$ cat config.mk
export PLATFORM = sky130hd
export DESIGN_NAME = multicycle_ctrl
export DESIGN_NICKNAME = d
export VERILOG_FILES = /design/src/rtl/multicycle_ctrl.sv
export SDC_FILE = /design/constraint.sdc
export NUM_CORES = 1
export LEC_CHECK = 0
export CAP_MARGIN = 20
export CELL_PAD_IN_SITES_DETAIL_PLACEMENT = 0
export CELL_PAD_IN_SITES_GLOBAL_PLACEMENT = 1
export CORE_AREA = 8 8 62 85
export CTS_CLUSTER_SIZE = 16
export DETAILED_ROUTE_END_ITERATION = 7
export DIE_AREA = 0 0 70 93
export GPL_ROUTABILITY_DRIVEN = 0
export PLACE_DENSITY = 0.75
export SLEW_MARGIN = 20
export SYNTH_ARGS = -nofsm -noshare
export SYNTH_HDL_FRONTEND = slang
export SYNTH_SLANG_ARGS = --single-unit
$ cat constraint.sdc
create_clock -name clk -period 2.5 [get_ports clk]
set_input_delay 0.375 -clock clk [delete_from_list [all_inputs] [get_ports clk]]
set_output_delay 0.375 -clock clk [all_outputs]
set_load 0.05 [all_outputs]
$ cat src/rtl/multicycle_ctrl.sv
// rtl/multicycle_ctrl.sv - multi-cycle FETCH/DECODE/EXEC/MEM/WB sequencer for the ARMv8-subset datapath
// Define MULTICYCLE_MUL_EN to sequence MUL through the MULW state; otherwise MUL decodes as illegal.
module multicycle_ctrl #(
   parameter int MEM_TIMEOUT = 15
) (
   input  logic        clk,
   input  logic        reset_n,
   input  logic [10:0] instr_op,
   input  logic        zero,
   input  logic        lt,
   input  logic        dmem_ack,
   input  logic        mul_done,
   output logic        pc_write,
   output logic        pc_sel,
   output logic        ir_write,
   output logic        reg2loc,
   output logic        alu_src,
   output logic        mem_to_reg,
   output logic        shift_dir,
   output logic [2:0]  alu_op,
   output logic        dmem_read,
   output logic        dmem_write,
   output logic        reg_write,
   output logic        mul_start,
   output logic        fault
);

   typedef enum logic [2:0] {
      ST_FETCH,
      ST_DECODE,
      ST_EXEC,
      ST_MEM,
`ifdef MULTICYCLE_MUL_EN
      ST_MULW,
`endif
      ST_WB,
      ST_FAULT
   } state_t;

   typedef enum logic [3:0] {
      IC_ILL, IC_ADDI, IC_ADDS, IC_SUBS, IC_B, IC_BLT, IC_CBZ,
      IC_LDUR, IC_STUR, IC_LSL, IC_LSR, IC_MUL
   } iclass_t;

   localparam logic [3:0] TO_LAST = 4'(MEM_TIMEOUT - 1);

   state_t      state_q, state_d;
   logic [10:0] op_q, op_d;
   logic [3:0]  to_cnt_q, to_cnt_d;
   logic        active_q;
   iclass_t     cls;

`ifndef MULTICYCLE_MUL_EN
   logic unused_mul_done;
   assign unused_mul_done = mul_done;
`endif

   always_comb begin
      cls = IC_ILL;
      casez (op_q)
         11'b10010001000: cls = IC_ADDI;
         11'b10101011000: cls = IC_ADDS;
         11'b11101011000: cls = IC_SUBS;
         11'b000101?????: cls = IC_B;
         11'b01010100???: cls = IC_BLT;
         11'b10110100???: cls = IC_CBZ;
         11'b11111000010: cls = IC_LDUR;
         11'b11111000000: cls = IC_STUR;
         11'b11010011011: cls = IC_LSL;
         11'b11010011010: cls = IC_LSR;
`ifdef MULTICYCLE_MUL_EN
         11'b10011011000: cls = IC_MUL;
`endif
         default:         cls = IC_ILL;
      endcase
   end

   // active_q holds the sequencer idle for the first cycle after reset release.
   always_ff @(posedge clk or negedge reset_n) begin
      if (!reset_n) begin
         state_q  <= ST_FETCH;
         op_q     <= '0;
         to_cnt_q <= '0;
         active_q <= 1'b0;
      end else begin
         state_q  <= state_d;
         op_q     <= op_d;
         to_cnt_q <= to_cnt_d;
         active_q <= 1'b1;
      end
   end

   always_comb begin
      state_d    = state_q;
      op_d       = op_q;
      to_cnt_d   = to_cnt_q;
      pc_write   = 1'b0;
      pc_sel     = 1'b0;
      ir_write   = 1'b0;
      reg2loc    = 1'b0;
      alu_src    = 1'b0;
      mem_to_reg = 1'b0;
      shift_dir  = 1'b0;
      alu_op     = 3'b000;
      dmem_read  = 1'b0;
      dmem_write = 1'b0;
      reg_write  = 1'b0;
      mul_start  = 1'b0;
      fault      = 1'b0;
      if (active_q) begin
         case (state_q)
            ST_FETCH: begin
               ir_write = 1'b1;
               pc_write = 1'b1;
               op_d     = instr_op;
               state_d  = ST_DECODE;
            end
            ST_DECODE: begin
               reg2loc = (cls == IC_CBZ) || (cls == IC_STUR);
               if (cls == IC_ILL) begin
                  state_d = ST_FAULT;
`ifdef MULTICYCLE_MUL_EN
               end else if (cls == IC_MUL) begin
                  mul_start = 1'b1;
                  state_d   = ST_MULW;
`endif
               end else begin
                  state_d = ST_EXEC;
               end
            end
            ST_EXEC: begin
               case (cls)
                  IC_ADDI, IC_LDUR, IC_STUR: begin
                     alu_src = 1'b1;
                     alu_op  = 3'b010;
                  end
                  IC_ADDS: alu_op = 3'b010;
                  IC_SUBS: alu_op = 3'b011;
                  IC_LSL:  alu_op = 3'b001;
                  IC_LSR: begin
                     alu_op    = 3'b001;
                     shift_dir = 1'b1;
                  end
                  default: alu_op = 3'b000;
               endcase
               if ((cls == IC_B) || ((cls == IC_BLT) && lt) || ((cls == IC_CBZ) && zero)) begin
                  pc_write = 1'b1;
                  pc_sel   = 1'b1;
               end
               if ((cls == IC_B) || (cls == IC_BLT) || (cls == IC_CBZ)) begin
                  state_d = ST_FETCH;
               end else if ((cls == IC_LDUR) || (cls == IC_STUR)) begin
                  to_cnt_d = '0;
                  state_d  = ST_MEM;
               end else begin
                  state_d = ST_WB;
               end
            end
            ST_MEM: begin
               alu_src    = 1'b1;
               alu_op     = 3'b010;
               dmem_read  = (cls == IC_LDUR);
               dmem_write = (cls == IC_STUR);
               // An ack on the final allowed cycle still completes the access.
               if (dmem_ack) begin
                  state_d = (cls == IC_STUR) ? ST_FETCH : ST_WB;
               end else if (to_cnt_q == TO_LAST) begin
                  state_d = ST_FAULT;
               end else begin
                  to_cnt_d = to_cnt_q + 4'd1;
               end
            end
`ifdef MULTICYCLE_MUL_EN
            ST_MULW: begin
               if (mul_done) state_d = ST_WB;
            end
`endif
            ST_WB: begin
               reg_write  = 1'b1;
               mem_to_reg = (cls == IC_LDUR);
               state_d    = ST_FETCH;
            end
            ST_FAULT: fault = 1'b1;
            default:  state_d = ST_FAULT;
         endcase
      end
   end

endmodule

== Yosys cells after proc, flatten, opt, wreduce, memory -nomap -nowiden ==
Cells that the tools add are included.
Operators by class
  add/sub/neg operators: 1
  bitwise operators: 1
  reduce and logical (&&, ||, !) cells: 17
  mux-type cells: 41
  equality and inequality tests: 31
Operators with widths (number)
  equality test 11 bit, second input constant: 7
  one-hot mux 4 bit (10 select lines): 1
  2-to-1 mux 1 bit: 23
  2-to-1 mux 3 bit: 6
  one-hot mux 3 bit (6 select lines): 1
  equality test 4 x 3 -> 1 bit, second input constant: 4
  equality test 4 bit, second input constant: 4
  2-to-1 mux 4 bit: 4
  equality test 4 x 2 -> 1 bit, second input constant: 2
  equality test 8 x 7 -> 1 bit, second input constant: 1
  equality test 8 bit, second input constant: 1
  inequality test 2 bit, second input constant: 4
  one-hot mux 4 bit (2 select lines): 1
  equality test 3 x 2 -> 1 bit, second input constant: 2
  equality test 3 bit, second input constant: 2
  equality test 6 x 3 -> 1 bit, second input constant: 1
  logical OR 1 bit: 6
  one-hot mux 2 bit (3 select lines): 1
  AND reduction 6 bit: 1
  adder 4 x 1 -> 4 bit, second input constant: 1
  equality test 4 x 1 -> 1 bit, second input constant: 1
  zero test 4 bit: 1
  one-hot mux 1 bit (2 select lines): 2
  one-hot mux 2 bit (2 select lines): 1
  other kinds (12): 13
Word-level totals
  bits in registers: 19
  input bits: 17

== Depth between registers and ports, before layout ==
  word-level depth: 9
  mapped depth: 7
  gate-level depth less buffers: 6

== Worst setup path before layout ==
No wires, ideal clock.
  kind: register to output
  from: reg op_q[9]
  to: out pc_sel
  data required time: 2125 ps
  stages on the path, launching flop included: 7
  arrival time: 2405 ps
  path buffers: 1
  path slack: -280 ps
  cells stage by stage: dfrtp_1 -> clkbuf_1 -> nor3b_1 -> a31oi_1 -> o211a_4 -> nand2_1 -> a211oi_1
On the way
  word-level cells in the longest chain between the ends: 9
  elaborated cells on any way between the ends: 21
Ends and longest elaborated chain
  start: declaration: RTL line 48  | logic [10:0] op_q, op_d;
  start signal: assignment: RTL line 87  | op_q <= op_d;
  equality test 11 bit, or another cell as far along: RTL line 60  | casez (op_q)
  one-hot mux 4 bit (10 select lines) (*): RTL line 60
  equality test 4 x 3 -> 1 bit: RTL line 146  | if ((cls == IC_B) || ((cls == IC_BLT) && lt) || ((cls == IC_CBZ) && zero)) begin
  logical AND 1 bit: RTL line 146
  logical OR 1 bit: RTL line 146
  logical OR 1 bit (*): RTL line 146
  2-to-1 mux 1 bit (*): RTL line 146
  2-to-1 mux 1 bit (*): RTL line 111  | case (state_q)
  2-to-1 mux 1 bit (*): RTL line 110  | if (active_q) begin
  end: declaration: RTL line 14  | output logic pc_sel,
Every way passes the cells marked *; elsewhere a longest branch is shown, timed or not.

== Final worst setup path ==
  from: reg op_q[5]
  to: out pc_write
On the way
  word-level cells in the longest chain between the ends: 9
  elaborated cells on any way between the ends: 21
Ends and longest elaborated chain
  equality test 11 bit, or another cell as far along: RTL line 60
  one-hot mux 4 bit (10 select lines) (*): RTL line 60
  equality test 4 x 3 -> 1 bit: RTL line 146
  logical AND 1 bit: RTL line 146
  logical OR 1 bit: RTL line 146
  logical OR 1 bit (*): RTL line 146
  2-to-1 mux 1 bit (*): RTL line 146
  one-hot mux 1 bit (2 select lines) (*): RTL line 111
  2-to-1 mux 1 bit (*): RTL line 110
  end: declaration: RTL line 13  | output logic pc_write,
Marked as above.

==> flow_summary.yaml <==
finish:
  fin_nets: 222
  final_cell_mix: "buf_4 (20), dfrtp_1 (16), clkdlybuf4s50_1 (16)"
  instances_no_fill: 247
  fillCellCount: 391
  syn2layout_area_growth_pct: 47.1
  finalInstanceArea_um2: 2080
  diodes: 0
  drive_above_1_share_pct: 34.2
  final_common_cell: "buf_4"
clocking:
  root_buffer: "clkbuf_8"
  cts_buffers: 3
  path_clk_slew_ps: 80
  htree_num_levels: 1
  cts_tree: "built"
  clk_path_buf_depth: 2
  clkSinkCount: 19
  holdBufCountCts: 0
  insertion_delay_ps: 260
timing:
  slew_headroom_pct: 61.3
  hold_viol: 0
  fin_crit_sh_pct: 103
  slew_violations: 0
  finalSetupViolations: 3
  fin_setup_tns_ps: -82.7
  rsz0062_at_grt: "true"
  layout_min_cycle_time_ps: 2570
  clock.fmax_mhz: 388
  finClkSkew_ps: 1.06
  fin_ws_ps: -74.1
  worst_pin_slew_ps: 577
routing:
  routed_wl_um: 4100
  vias_per_cell: 5.98
  wire_per_inst_um: 16.6
  num_vias: 1477
  drc: 0
  ant_nets: 0
  drtPass1Iterations: 4
  drtIter0Drc: 130
placement:
  placedCellCount: 232
  dpl_cell_area_um2: 1880
  place_hpwl_um: 3060
  io_buffers: 28
  place_ws_ps: 65.0
synthesis:
  synth_adder_area_share_pct: 1.77
  synth_ff_type: "dfrtp_1"
  syn_area_per_cell_um2: 8.84
  yosys.area_share.simple_pct: 27.8
  synth.area.top_cells: "dfrtp_1 (34%), mux2_2 (7.2%), o21ai_0 (3.5%)"
  synth_cell_type_count: 51
  synth_top_family_by_area: "simple AND/OR/NAND/NOR gates"
  async_flop_share_pct: 100
  synth_seq_cells: 19
  synth_compound_area_share_pct: 23.4
  synth_top_area_cell: "dfrtp_1"
  synth_edf_count: 0
  synthCells: 160
  synth.top_cell.area_share_pct: 33.6
  synth_mux_area_share_pct: 7.16
  yosys_warnings: 0
  ys_seq_area_share_pct: 33.6
  syn-cell-area_um2: 1420
  synth_xor_area_share_pct: 0
pwr:
  power_frac_seq_pct: 48.6
  swShare_pct: 30.8
  p_comb_share_pct: 21.8
  p_clk_share_pct: 29.7
  power.internal_w: 0.000530
  p_sw_w: 0.000236
  p_leak_nw: 0.829
  powerDensity_nw_per_um2: 368
  ir_drop_v: 0.000345
  total_power_w: 0.000766
critical_path:
  start_kind: "register"
  crit_path_end_kind: "output pin"
  r2r-start: "op_q[5]"
  path_max_fanout: 4
  cp.required_ps: 2120
  cp_data_arrival_time_ps: 2200
  critical_path_class: "register to output pin"
  reg2regPathDepth: 6
  crit_start: "op_q[5]"
global_route:
  grt_usage_pct: 12.7
  antenna_found_initial: 0
  grt_max_degree: 20
  grt_pass1_wl_um: 7180
  first_global_vias: 1565
  overflow: 0
floorplan:
  io_pins: 32
  core_area_um2: 4060
  start_util_pct: 34.8
  die_w_um: 70
  die_h_um: 93
  row_count: 28
  die-area_um2: 6510
job:
  maxCapViolations: 0
run_status:
  violations: "negative setup slack"
  status: "complete, but fails checks"
min_path:
  min-delay-path-class: "primary input to async pin"
[per-layer routing]
metal | wire, µm | track usage [%]
met5 | 0 | 0
met4 | 55 | 4.37
met3 | 150 | 2.44
met2 | 2280 | 24.1
met1 | 1610 | 13.5
[worst max-delay path: stages, from the launching register on]
cell and delay, ps:
dfrtp_2 430, or3b_4 400, or4_4 450, o211a_4 170
o221ai_2 160, nand3b_1 150, buf_12 180
[cell usage after synthesis (2+ instances only)]
library cell	instances
dfrtp_1	19
nor2_1	10
o21ai_0	10
a21oi_1	9
mux2_2	9
nand2_1	9
inv_1	8
nand3_1	8
nor3_1	7
clkbuf_1	5
o31ai_1	4
a31oi_1	3
and3_1	3
and4_1	3
buf_4	3
nand4_1	3
nor2b_1	3
a211o_1	2
a211oi_1	2
and3b_1	2
buf_2	2
conb_1	2
ha_1	2
nand2b_1	2
nand3b_1	2
nor4_1	2
or3_1	2
[final cells by class]
cell class	instances	area [µm²]	area share, %
sequential	19	479	23.0
clock inverter	1	7.51	0.361
timing repair buffer	47	522	25.1
clock buffer	3	41.3	1.98
tap	45	56.3	2.70
multi-input combinational	124	946	45.4
inverter	8	30.0	1.44
[registers in the layout (all words and copies together) (netlist names)]
signal    flops
op_q         11
active_q      1
state_q       3
to_cnt_q      4
[path summary, 6_finish.rpt]
check | to | slack [ps]
worst max-delay path | pc_write | -70
worst min-delay path | to_cnt_q[2] | 440
worst max register to register | to_cnt_q[0] | 440
worst min register to register | to_cnt_q[3] | 550
max in group asynchronous | op_q[0] | 1840
min in group clk | to_cnt_q[3] | 550
[power groups by stage]
stage	combinational [W]	sequential, W	clock [W]
finish	0.000167	0.000372	0.000227
global route	0.000183	0.000377	0.000247
CTS	0.000161	0.000370	0.000230
detailed placement	0.000138	0.000377	0
global placement	0.000136	0.000375	0
floorplan	0.0000935	0.000364	0
[cell families after synthesis]
group / count (synthesis)
adder cells (fa/ha/maj): 2
AO/OA/AOI/OAI: 45
AND/OR/NAND/NOR: 65
other: 2
multiplexers: 9
flip-flops: 19
buffers and inverters: 18
[per-stage QoR]
step                      hold WS, ps  util [%]
after floorplan                  79.4         -
after global placement            492      46.2
after detailed placement          533      46.2
after CTS                         449      49.9
after global routing              463      51.2
final                             437      51.2
[timing repair]
action                                  CTS  global route
buffers inserted                          8             3
pin swaps                                 6             5
resized for setup                        13             7
endpoints found under the setup margin    3             7
endpoints found under the hold margin     0             0
Note: power is estimated with default switching activity, not from simulation.
